**config.mk**
```make
export PLATFORM = sky130hd
export DESIGN_NAME = quad_decoder_flat
export DESIGN_NICKNAME = d
export VERILOG_FILES = /design/src/rtl/quad_decoder_pkg.sv /design/src/rtl/quad_decoder_if.sv /design/src/rtl/quad_input_filter.sv /design/src/rtl/quad_decoder.sv /design/src/flat_wrapper.sv
export SDC_FILE = /design/constraint.sdc
export NUM_CORES = 1
export LEC_CHECK = 0
export CAP_MARGIN = 20
export CORE_MARGIN = 4
export CORE_UTILIZATION = 38
export DETAILED_ROUTE_END_ITERATION = 7
export PLACE_DENSITY = 0.63
export SLEW_MARGIN = 20
export SYNTH_ARGS = -nofsm -noshare
export SYNTH_HDL_FRONTEND = slang
export SYNTH_SLANG_ARGS = --single-unit
```
**constraint.sdc**
```tcl
create_clock -name clk -period 8.3 [get_ports clk]
set_clock_uncertainty 0.2 [all_clocks]
set_input_delay 1.245 -clock clk [delete_from_list [all_inputs] [get_ports clk]]
set_output_delay 1.245 -clock clk [all_outputs]
set_load 0.005 [all_outputs]
```
**src/rtl/quad_decoder_pkg.sv**
```systemverilog
// Shared quadrature state encodings and the prev/cur transition classifier.
// Pure combinational helpers; no storage.
package quad_decoder_pkg;

  localparam logic [1:0] ST_00 = 2'b00;
  localparam logic [1:0] ST_10 = 2'b10;
  localparam logic [1:0] ST_11 = 2'b11;
  localparam logic [1:0] ST_01 = 2'b01;

  typedef enum logic [1:0] {
    STEP_NONE,
    STEP_FWD,
    STEP_REV,
    STEP_ILLEGAL
  } step_e;

  // Forward order is 00 -> 10 -> 11 -> 01 -> 00; any single-bit move that is
  // not the forward successor must be the reverse one.
  function automatic step_e decode_step(input logic [1:0] prev, input logic [1:0] cur);
    step_e r;
    logic [1:0] fwd_next;
    r = STEP_NONE;
    case (prev)
      ST_00:   fwd_next = ST_10;
      ST_10:   fwd_next = ST_11;
      ST_11:   fwd_next = ST_01;
      default: fwd_next = ST_00;
    endcase
    if (prev == cur)
      r = STEP_NONE;
    else if ((prev ^ cur) == 2'b11)
      r = STEP_ILLEGAL;
    else if (cur == fwd_next)
      r = STEP_FWD;
    else
      r = STEP_REV;
    return r;
  endfunction

endpackage

```
**src/rtl/quad_decoder_if.sv**
```systemverilog
// Encoder pins, host controls and decoded position/velocity outputs as one bundle.
// master drives pins and controls; slave is the decoder.
interface quad_decoder_if #(
  parameter int WIDTH     = 32,
  parameter int VEL_WIDTH = 16,
  parameter int ERR_WIDTH = 8
);
  logic                 a;
  logic                 b;
  logic                 z;
  logic                 load;
  logic [WIDTH-1:0]     load_value;
  logic                 idx_clr_en;
  logic                 fault_clr;
  logic [WIDTH-1:0]     count;
  logic                 dir;
  logic                 step;
  logic                 fault;
  logic [ERR_WIDTH-1:0] err_count;
  logic [WIDTH-1:0]     index_pos;
  logic                 index_strobe;
  logic [VEL_WIDTH-1:0] velocity;
  logic                 vel_strobe;

  modport master (
    output a, b, z, load, load_value, idx_clr_en, fault_clr,
    input  count, dir, step, fault, err_count, index_pos, index_strobe, velocity, vel_strobe
  );

  modport slave (
    input  a, b, z, load, load_value, idx_clr_en, fault_clr,
    output count, dir, step, fault, err_count, index_pos, index_strobe, velocity, vel_strobe
  );
endinterface

```
**src/rtl/quad_input_filter.sv**
```systemverilog
// Synchroniser plus run-length glitch filter for one asynchronous encoder pin.
// Latency SYNC_STAGES+FILTER_LEN edges; pulses shorter than FILTER_LEN clocks are dropped.
module quad_input_filter #(
  parameter int SYNC_STAGES = 2,
  parameter int FILTER_LEN  = 3
) (
  input  logic clk,
  input  logic reset,
  input  logic pin,
  output logic level
);
  localparam int RUN_W = (FILTER_LEN > 1) ? $clog2(FILTER_LEN) : 1;

  logic [SYNC_STAGES-1:0] sync_q;
  logic [RUN_W-1:0]       run_q;
  logic                   synced;

  assign synced = sync_q[SYNC_STAGES-1];

  // Level flips on the FILTER_LEN-th consecutive differing sample.
  always_ff @(posedge clk or posedge reset) begin
    if (reset) begin
      sync_q <= '0;
      run_q  <= '0;
      level  <= 1'b0;
    end else begin
      sync_q <= {sync_q[SYNC_STAGES-2:0], pin};
      if (synced == level) begin
        run_q <= '0;
      end else if (run_q == RUN_W'(FILTER_LEN - 1)) begin
        level <= synced;
        run_q <= '0;
      end else begin
        run_q <= run_q + RUN_W'(1);
      end
    end
  end
endmodule

```
**src/rtl/quad_decoder.sv**
```systemverilog
// x4 quadrature decoder: filtered A/B/Z to signed count, index capture, fault count, velocity.
// Count follows a pin edge by SYNC_STAGES+FILTER_LEN+1 clocks; no backpressure, outputs are strobes.
module quad_decoder
  import quad_decoder_pkg::*;
#(
  parameter int WIDTH       = 32,
  parameter int SYNC_STAGES = 2,
  parameter int FILTER_LEN  = 3,
  parameter int VEL_WINDOW  = 1000,
  parameter int VEL_WIDTH   = 16,
  parameter int ERR_WIDTH   = 8
) (
  input logic          clk,
  input logic          reset,
  quad_decoder_if.slave io
);
  localparam int WIN_W = $clog2(VEL_WINDOW);
  localparam logic [VEL_WIDTH-1:0] VEL_MAX = {1'b0, {(VEL_WIDTH-1){1'b1}}};
  localparam logic [VEL_WIDTH-1:0] VEL_MIN = {1'b1, {(VEL_WIDTH-1){1'b0}}};

  logic [1:0] rst_sync_q;
  logic       rst_i;

  // Assert immediately, release two clocks after the pin drops.
  always_ff @(posedge clk or posedge reset) begin
    if (reset) rst_sync_q <= 2'b11;
    else       rst_sync_q <= {rst_sync_q[0], 1'b0};
  end
  assign rst_i = rst_sync_q[1];

  logic fa, fb, fz;

  quad_input_filter #(.SYNC_STAGES(SYNC_STAGES), .FILTER_LEN(FILTER_LEN)) u_filt_a (
    .clk(clk), .reset(rst_i), .pin(io.a), .level(fa));
  quad_input_filter #(.SYNC_STAGES(SYNC_STAGES), .FILTER_LEN(FILTER_LEN)) u_filt_b (
    .clk(clk), .reset(rst_i), .pin(io.b), .level(fb));
  quad_input_filter #(.SYNC_STAGES(SYNC_STAGES), .FILTER_LEN(FILTER_LEN)) u_filt_z (
    .clk(clk), .reset(rst_i), .pin(io.z), .level(fz));

  logic [1:0]           prev_q;
  logic                 z_prev_q;
  logic [WIDTH-1:0]     count_q, count_nxt, index_pos_q;
  logic                 dir_q, step_q, fault_q, fault_nxt, index_strobe_q, vel_strobe_q;
  logic [ERR_WIDTH-1:0] err_q, err_nxt;
  logic [VEL_WIDTH-1:0] acc_q, acc_step, vel_q;
  logic [WIN_W-1:0]     win_q;
  logic [1:0]           cur;
  step_e                step_kind;
  logic                 is_fwd, is_rev, is_ill, idx_edge, win_end;

  assign cur = {fa, fb};

  always_comb begin
    step_kind = decode_step(prev_q, cur);
    is_fwd    = (step_kind == STEP_FWD);
    is_rev    = (step_kind == STEP_REV);
    is_ill    = (step_kind == STEP_ILLEGAL);
    idx_edge  = fz & ~z_prev_q;
    win_end   = (win_q == WIN_W'(VEL_WINDOW - 1));

    // Later assignments take priority: load > index clear > step.
    count_nxt = count_q;
    if (is_fwd)      count_nxt = count_q + WIDTH'(1);
    else if (is_rev) count_nxt = count_q - WIDTH'(1);
    if (idx_edge && io.idx_clr_en) count_nxt = '0;
    if (io.load)                   count_nxt = io.load_value;

    fault_nxt = fault_q;
    err_nxt   = err_q;
    if (io.fault_clr) begin
      fault_nxt = 1'b0;
      err_nxt   = '0;
    end
    if (is_ill) begin
      fault_nxt = 1'b1;
      if (io.fault_clr)    err_nxt = ERR_WIDTH'(1);
      else if (err_q != '1) err_nxt = err_q + ERR_WIDTH'(1);
    end

    acc_step = acc_q;
    if (is_fwd && acc_q != VEL_MAX)      acc_step = acc_q + VEL_WIDTH'(1);
    else if (is_rev && acc_q != VEL_MIN) acc_step = acc_q - VEL_WIDTH'(1);
  end

  always_ff @(posedge clk or posedge rst_i) begin
    if (rst_i) begin
      prev_q         <= ST_00;
      z_prev_q       <= 1'b0;
      count_q        <= '0;
      dir_q          <= 1'b0;
      step_q         <= 1'b0;
      fault_q        <= 1'b0;
      err_q          <= '0;
      index_pos_q    <= '0;
      index_strobe_q <= 1'b0;
      acc_q          <= '0;
      vel_q          <= '0;
      vel_strobe_q   <= 1'b0;
      win_q          <= '0;
    end else begin
      prev_q         <= cur;
      z_prev_q       <= fz;
      count_q        <= count_nxt;
      step_q         <= is_fwd | is_rev;
      if (is_fwd | is_rev) dir_q <= is_fwd;
      fault_q        <= fault_nxt;
      err_q          <= err_nxt;
      index_strobe_q <= idx_edge;
      if (idx_edge) index_pos_q <= count_q;
      if (win_end) begin
        win_q        <= '0;
        vel_q        <= acc_step;
        vel_strobe_q <= 1'b1;
        acc_q        <= '0;
      end else begin
        win_q        <= win_q + WIN_W'(1);
        vel_strobe_q <= 1'b0;
        acc_q        <= acc_step;
      end
    end
  end

  assign io.count        = count_q;
  assign io.dir          = dir_q;
  assign io.step         = step_q;
  assign io.fault        = fault_q;
  assign io.err_count    = err_q;
  assign io.index_pos    = index_pos_q;
  assign io.index_strobe = index_strobe_q;
  assign io.velocity     = vel_q;
  assign io.vel_strobe   = vel_strobe_q;
endmodule

```
**src/flat_wrapper.sv**
```systemverilog
// flat-port wrapper written by rule: the top's interface ports become plain ports
module quad_decoder_flat import quad_decoder_pkg::*;
#(
  parameter int WIDTH       = 32,
  parameter int SYNC_STAGES = 2,
  parameter int FILTER_LEN  = 3,
  parameter int VEL_WINDOW  = 1000,
  parameter int VEL_WIDTH   = 16,
  parameter int ERR_WIDTH   = 8
)
  (clk, reset, io_a, io_b, io_z, io_load, io_load_value, io_idx_clr_en, io_fault_clr, io_count, io_dir, io_step, io_fault, io_err_count, io_index_pos, io_index_strobe, io_velocity, io_vel_strobe);
  quad_decoder_if #(.WIDTH(WIDTH), .VEL_WIDTH(VEL_WIDTH), .ERR_WIDTH(ERR_WIDTH)) io_i ();
  input logic clk;
  input logic reset;
  input wire logic [$bits(io_i.a)-1:0] io_a;
  input wire logic [$bits(io_i.b)-1:0] io_b;
  input wire logic [$bits(io_i.z)-1:0] io_z;
  input wire logic [$bits(io_i.load)-1:0] io_load;
  input wire logic [$bits(io_i.load_value)-1:0] io_load_value;
  input wire logic [$bits(io_i.idx_clr_en)-1:0] io_idx_clr_en;
  input wire logic [$bits(io_i.fault_clr)-1:0] io_fault_clr;
  output wire logic [$bits(io_i.count)-1:0] io_count;
  output wire logic [$bits(io_i.dir)-1:0] io_dir;
  output wire logic [$bits(io_i.step)-1:0] io_step;
  output wire logic [$bits(io_i.fault)-1:0] io_fault;
  output wire logic [$bits(io_i.err_count)-1:0] io_err_count;
  output wire logic [$bits(io_i.index_pos)-1:0] io_index_pos;
  output wire logic [$bits(io_i.index_strobe)-1:0] io_index_strobe;
  output wire logic [$bits(io_i.velocity)-1:0] io_velocity;
  output wire logic [$bits(io_i.vel_strobe)-1:0] io_vel_strobe;
  assign io_i.a = io_a;
  assign io_i.b = io_b;
  assign io_i.z = io_z;
  assign io_i.load = io_load;
  assign io_i.load_value = io_load_value;
  assign io_i.idx_clr_en = io_idx_clr_en;
  assign io_i.fault_clr = io_fault_clr;
  assign io_count = io_i.count;
  assign io_dir = io_i.dir;
  assign io_step = io_i.step;
  assign io_fault = io_i.fault;
  assign io_err_count = io_i.err_count;
  assign io_index_pos = io_i.index_pos;
  assign io_index_strobe = io_i.index_strobe;
  assign io_velocity = io_i.velocity;
  assign io_vel_strobe = io_i.vel_strobe;
  quad_decoder #(.WIDTH(WIDTH), .SYNC_STAGES(SYNC_STAGES), .FILTER_LEN(FILTER_LEN), .VEL_WINDOW(VEL_WINDOW), .VEL_WIDTH(VEL_WIDTH), .ERR_WIDTH(ERR_WIDTH)) u_core (.clk(clk), .reset(reset), .io(io_i));
endmodule
```
==> results of run 1 <==
[state kept, by name, indices dropped and copies added (netlist names), 2 cells and up]
register	cells
u_core.win_q	10
u_core.prev_q	2
u_core.io.index_pos	32
u_core.io.count	32
u_core.u_filt_a.run_q	2
u_core.acc_q	16
u_core.u_filt_z.sync_q	2
u_core.io.err_count	8
u_core.u_filt_b.sync_q	2
u_core.u_filt_a.sync_q	2
u_core.u_filt_b.run_q	2
u_core.u_filt_z.run_q	2
u_core.rst_sync_q	2
u_core.io.velocity	16
[cell usage in the layout, fill, tap and decap left out, drive strengths merged, types with 3 or more instances in the layout]
master,count
a21o,16
a21oi,47
a221oi,3
a22oi,5
a31oi,7
a32oi,6
and2,7
and3,10
buf,8
bufinv,6
clkbuf,22
clkdlybuf4s50,132
dfrtp,137
ha,44
inv,17
mux2,4
mux2i,6
nand2,183
nand2b,4
nand3,20
nand4,12
nor2,73
nor2b,9
nor3,10
nor3b,5
o211ai,6
o21a,5
o21ai,72
o22ai,4
o31a,3
o31ai,7
o32ai,3
or3,3
or4,3
xnor2,30
xor2,27
[through the flow]
stage          hold slack, ns  instances  power, W  instance area, um^2
3_3_place_gp            0.135       1226   0.00443                 9300
4_1_cts                 0.149       1257   0.00536                10000
2_1_floorplan           0.131        863   0.00340                 7740
5_1_grt                 0.152       1258   0.00583                10000
6_report                0.147       1258   0.00534                10000
3_5_place_dp            0.137       1226   0.00441                 9300
[per-layer routing]
metal	GRT usage [%]	up-vias
met5	0	-
met4	6.44	0
met3	3.52	32
met1	25.2	3100
li1	-	3236
met2	30.1	144
[final timing paths]
kind	start	endpoint	slack, ns	depth (start not counted)
setup / recovery	u_core.u_filt_b.level$_DFFE_PP0P_	u_core.io.count[29]$_DFFE_PP0P_	3.48	17
hold / removal	u_core.u_filt_z.sync_q[0]$_DFF_PP0_	u_core.u_filt_z.sync_q[1]$_DFF_PP0_	0.15	0
setup reg to reg	u_core.u_filt_b.level$_DFFE_PP0P_	u_core.io.count[29]$_DFFE_PP0P_	3.48	17
hold reg to reg	u_core.u_filt_z.sync_q[0]$_DFF_PP0_	u_core.u_filt_z.sync_q[1]$_DFF_PP0_	0.15	0
max in group asynchronous	u_core.rst_sync_q[1]$_DFF_PP1_	u_core.u_filt_b.sync_q[1]$_DFF_PP0_	6.53	2
min in group asynchronous	u_core.rst_sync_q[1]$_DFF_PP1_	u_core.io.index_pos[2]$_DFFE_PP0P_	0.20	1
[worst max-delay path, stage by stage (launching register included)]
cell       delay, ns
dfrtp_1         0.48
nor2b_1         0.18
o21ai_0         0.16
o21a_1          0.16
inv_1           0.05
ha_1            0.33
inv_1           0.39
buf_4           0.39
ha_1            0.40
a21o_1          0.23
a21o_1          0.19
a221oi_1        0.29
o21ai_1         0.12
a21oi_1         0.28
nor3_1          0.11
a2111oi_1       0.45
xor2_1          0.20
a22oi_1         0.08
[cells by family after synthesis]
kind of cell | count (synthesis) | share of synthesized area, %
mux | 10 | 1.36
compound gates | 205 | 16.8
other cells | 1 | 0.0484
flops | 139 | 45.0
fa+ha+maj | 45 | 7.37
xor+xnor | 57 | 6.45
simple gates | 347 | 20.0
buf+inv | 59 | 2.97
[cell type report]
class                      instances  area (um^2)
sequential                       139         3480
antenna                            1         2.50
timing repair buffer             140         1380
multi-input combinational        665         4040
clock buffer                      22          494
tap                              265          332
clock inverter                     9          205
fill                            1844         9780
inverter                          17         68.8
[power breakdown]
part           internal (W)  switching, W  total [W]
Sequential         0.000923      0.000259    0.00118
Combinational       0.00141       0.00185    0.00325
Clock              0.000605      0.000299   0.000903
Total               0.00294       0.00240    0.00534
==> impl_metrics.yaml, run 1 <==
critical_path:
  crit_path_end_kind: "flip-flop"
  worstPathMaxFanout: 27
  startpoint_type: "flip-flop"
  critPathKind: "reg2reg"
  cp.required_ns: 8.39
  arrival_ns: 4.91
power:
  power.leakage_nw: 4.44
  powerDensity_mw_per_mm2: 534
  vdd_drop_max_uv: 208
synth:
  netlist_area_mm2: 0.00774
  syn_nets: 948
  ys_top_cells_by_count: "182 x nand2_1, 137 x dfrtp_1, 72 x nor2_1, 61 x o21ai_0, 47 x a21oi_1"
  yosysMostFrequentCell: "nand2_1"
  synth_seq_cells: 139
  yosys_warnings: 0
  yosysSeqAreaShare_pct: 45.0
  synth-async-reset-ratio_pct: 100
  yosysTopAreaCellShare_pct: 44.3
  synth_area_leaders: "dfrtp_1 44%, nand2_1 8.8%, ha_1 7.1%"
  ys_types: 69
  avgSynthCellArea_um2: 8.97
  synth_top_area_cell: "dfrtp_1"
  synth_edf_count: 0
  ys.flop_type: "dfrtp_1"
  netlist_instances: 863
floorplanning:
  num_rows: 51
  die_x_um: 151
  start_util_pct: 39.1
  core_mm2: 0.0198
  die_area_mm2: 0.0227
  die_h_um: 151
  io-pin-count: 133
global_route:
  grt_pass1_vias: 6631
  antenna_found_initial: 1
  grt_pass1_wl_um: 34100
  grtUsageTotal_pct: 18.7
  grt_max_degree: 84
  grt-ovfl-total: 0
sta:
  rsz0062_at_grt: "no"
  max_slew_margin_pct: 48.7
  fin_crit_ns: 4.82
  fmax_mhz: 207
  hold_viol: 0
  setup_viol: 0
  tightest_slew_ns: 0.769
  slew_violations: 0
  fin_ws_ns: 3.48
  fin_setup_tns_ns: 0
  period_share_pct: 58.1
flow_run:
  drv_cap: 0
route:
  dr.pass1.iters: 5
  wl_met1_um: 9400
  vias: 6512
  route.met3.wl_um: 859
  ant_nets: 0
  maxUsedRoutingLayer: "met4"
  post_drt_via_cell_ratio: 5.18
  wl_um: 20300
  drc: 0
  drt_iter0_drc: 465
  wl_per_cell_um: 16.1
  dr_wl_met2_um: 9600
cells_and_area:
  final_core_util_pct: 50.6
  final_layout_size_suffix_gt1_share_pct: 5.95
  nets: 1065
  area_delta_synth_final_pct: 29.2
clock_tree:
  numCtsBuffers: 17
  cts_buffer_depth: 2
  cts.clk_slew.worst_paths_ns: 0.06
  cts_resized: 0
  cts.sinks: 139
  cts_setup_buffers: 0
  hold_buffers: 0
  htree_levels: 4
  clock_latency_ns: 0.42
  cts_root_buffer: "clkbuf_16"
  cts_tree: "done"
outcome:
  status: "complete, no violations"
placement:
  routabilityCongestion: 0.897
  io_buffers: 132
  dp.final_hpwl_um: 14200
  pre_cts_ws_ns: 3.50
hold_path:
  hold_class: "reg2reg"
Power figures use the tool's default switching activity.
==> run 2: changes to the inputs <==
--- a/config.mk
+++ b/config.mk
@@ -9,7 +9,7 @@
 export CORE_MARGIN = 4
 export CORE_UTILIZATION = 38
 export DETAILED_ROUTE_END_ITERATION = 7
-export PLACE_DENSITY = 0.63
+export PLACE_DENSITY = 0.65
 export SLEW_MARGIN = 20
 export SYNTH_ARGS = -nofsm -noshare
 export SYNTH_HDL_FRONTEND = slang
==> constraint.sdc (replaced) <==
create_clock -name clk -period 4.1 [get_ports clk]
set_clock_uncertainty 0.2 [all_clocks]
set_input_delay 0.615 -clock clk [delete_from_list [all_inputs] [get_ports clk]]
set_output_delay 0.615 -clock clk [all_outputs]
set_load 0.005 [all_outputs]
==> impl_metrics.yaml, run 2 (synthesis results as in run 1) <==
global_route:
  antenna_found_initial: 0
  grt_pass1_vias: 6658
  grt_pass1_wl_um: 33600
  grt-ovfl-total: 0
  grtUsageTotal_pct: 18.6
  grt_max_degree: 97
floorplanning:
  start_util_pct: 39.1
  die_area_mm2: 0.0227
  io-pin-count: 133
  die_x_um: 151
  die_h_um: 151
  core_mm2: 0.0198
  num_rows: 51
route:
  wl_per_cell_um: 16.1
  drt_iter0_drc: 405
  wl_um: 20400
  post_drt_via_cell_ratio: 5.20
  vias: 6578
  dr.pass1.iters: 5
  ant_nets: 0
  drc: 0
clock_tree:
  cts_root_buffer: "clkbuf_16"
  htree_levels: 4
  cts_tree: "done"
  hold_buffers: 0
  numCtsBuffers: 17
  clock_latency_ns: 0.43
  cts.sinks: 139
  cts_buffer_depth: 2
  cts.clk_slew.worst_paths_ns: 0.07
placement:
  routabilityCongestion: 0.935
  pre_cts_ws_ns: 0.137
  io_buffers: 132
  dp.final_hpwl_um: 14600
sta:
  fin_crit_ns: 3.91
  hold_viol: 0
  slew_violations: 0
  fin_ws_ns: 0.194
  max_slew_margin_pct: 34.6
  period_share_pct: 95.3
  fmax_mhz: 256
  setup_viol: 0
  tightest_slew_ns: 0.982
  fin_setup_tns_ns: 0
outcome:
  status: "complete, no violations"
critical_path:
  arrival_ns: 4.02
  crit_buf_inv: 3
  critPathKind: "reg2reg"
  cp.required_ns: 4.21
  crit_slowest_cell: "dfrtp_2"
  critical-path-top-delay-family: "compound AO/OA/AOI/OAI gates"
  startpoint_type: "flip-flop"
  cp_cell_sequence: "nor2b_1 -> o21ai_0 -> o21a_1 -> inv_1 -> ha_1 -> clkinvlp_4 -> buf_12 -> fa_2 -> nand3_1 -> nand2_1 -> a31oi_2 -> o31a_1 -> o21ai_2 -> a21oi_2 -> o41ai_2 -> mux2i_1 -> nand2_1"
  max_stage_delay_ns: 0.48
  crit_path_end_kind: "flip-flop"
  cpMostUsedCell: "nand2_1"
  worstPathMaxFanout: 15
cells_and_area:
  antenna_cells: 0
  nets: 1072
  area_delta_synth_final_pct: 30.8
  fillers: 1887
  final_layout_size_suffix_gt1_share_pct: 8.90
  layout_commonest_cell: "nand2_1"
  final_cell_mix: "182 x nand2_1, 136 x dfrtp_1, 132 x clkdlybuf4s50_1"
flow_run:
  drv_cap: 0
hold_path:
  hold_class: "reg2reg"
[run 2: path summary, 6_finish.rpt]
kind | depth (start not counted) | start | to | slack, ns
min reg2reg | 0 | u_core.u_filt_a.sync_q[0]$_DFF_PP0_ | u_core.u_filt_a.sync_q[1]$_DFF_PP0_ | 0.15
max reg2reg | 17 | u_core.u_filt_b.level$_DFFE_PP0P_ | u_core.io.count[28]$_DFFE_PP0P_ | 0.19
min in group asynchronous | 1 | u_core.rst_sync_q[1]$_DFF_PP1_ | u_core.io.index_pos[31]$_DFFE_PP0P_ | 0.26
min | 0 | u_core.u_filt_a.sync_q[0]$_DFF_PP0_ | u_core.u_filt_a.sync_q[1]$_DFF_PP0_ | 0.15
max in group asynchronous | 2 | u_core.rst_sync_q[1]$_DFF_PP1_ | u_core.u_filt_b.level$_DFFE_PP0P_ | 2.44
max | 17 | u_core.u_filt_b.level$_DFFE_PP0P_ | u_core.io.count[28]$_DFFE_PP0P_ | 0.19
[run 2: timing repair]
action / 4_1_cts / 5_1_grt
setup buffers: 0 / 0
setup endpoints to repair: 0 / 11
gates resized for setup: 0 / 10
[run 2: final cells by class]
type	count	area, um^2	area share, %
Multi-Input combinational cell	665	4170	41.2
Clock inverter	14	174	1.72
Timing Repair Buffer	147	1460	14.4
Tap cell	265	332	3.27
Inverter	17	71.3	0.704
Clock buffer	18	439	4.34
Sequential cell	139	3480	34.4
[run 2: routing by layer]
layer  wire, um  vias up  track usage (%)
li1           -     3260                -
met1       8900     3118             23.6
met2       9820      165             30.8
met3       1160       35             4.46
met4        465        0             6.75
met5          0        -                0
[run 2: stage by stage]
step                      cell area, um^2  utilization (%)  cells  hold WS (ns)
final                               10100             51.2   1265         0.150
after global routing                10100             51.2   1265         0.160
after CTS                           10100             51.0   1265         0.153
after detailed placement             9470             47.9   1233         0.137
after global placement               9470             47.9   1233         0.134
after floorplan                      7860                -    863         0.131
Power of run 2 is not shown: default switching activity piles up to over one toggle a cycle in this logic, so the estimate is an artifact.
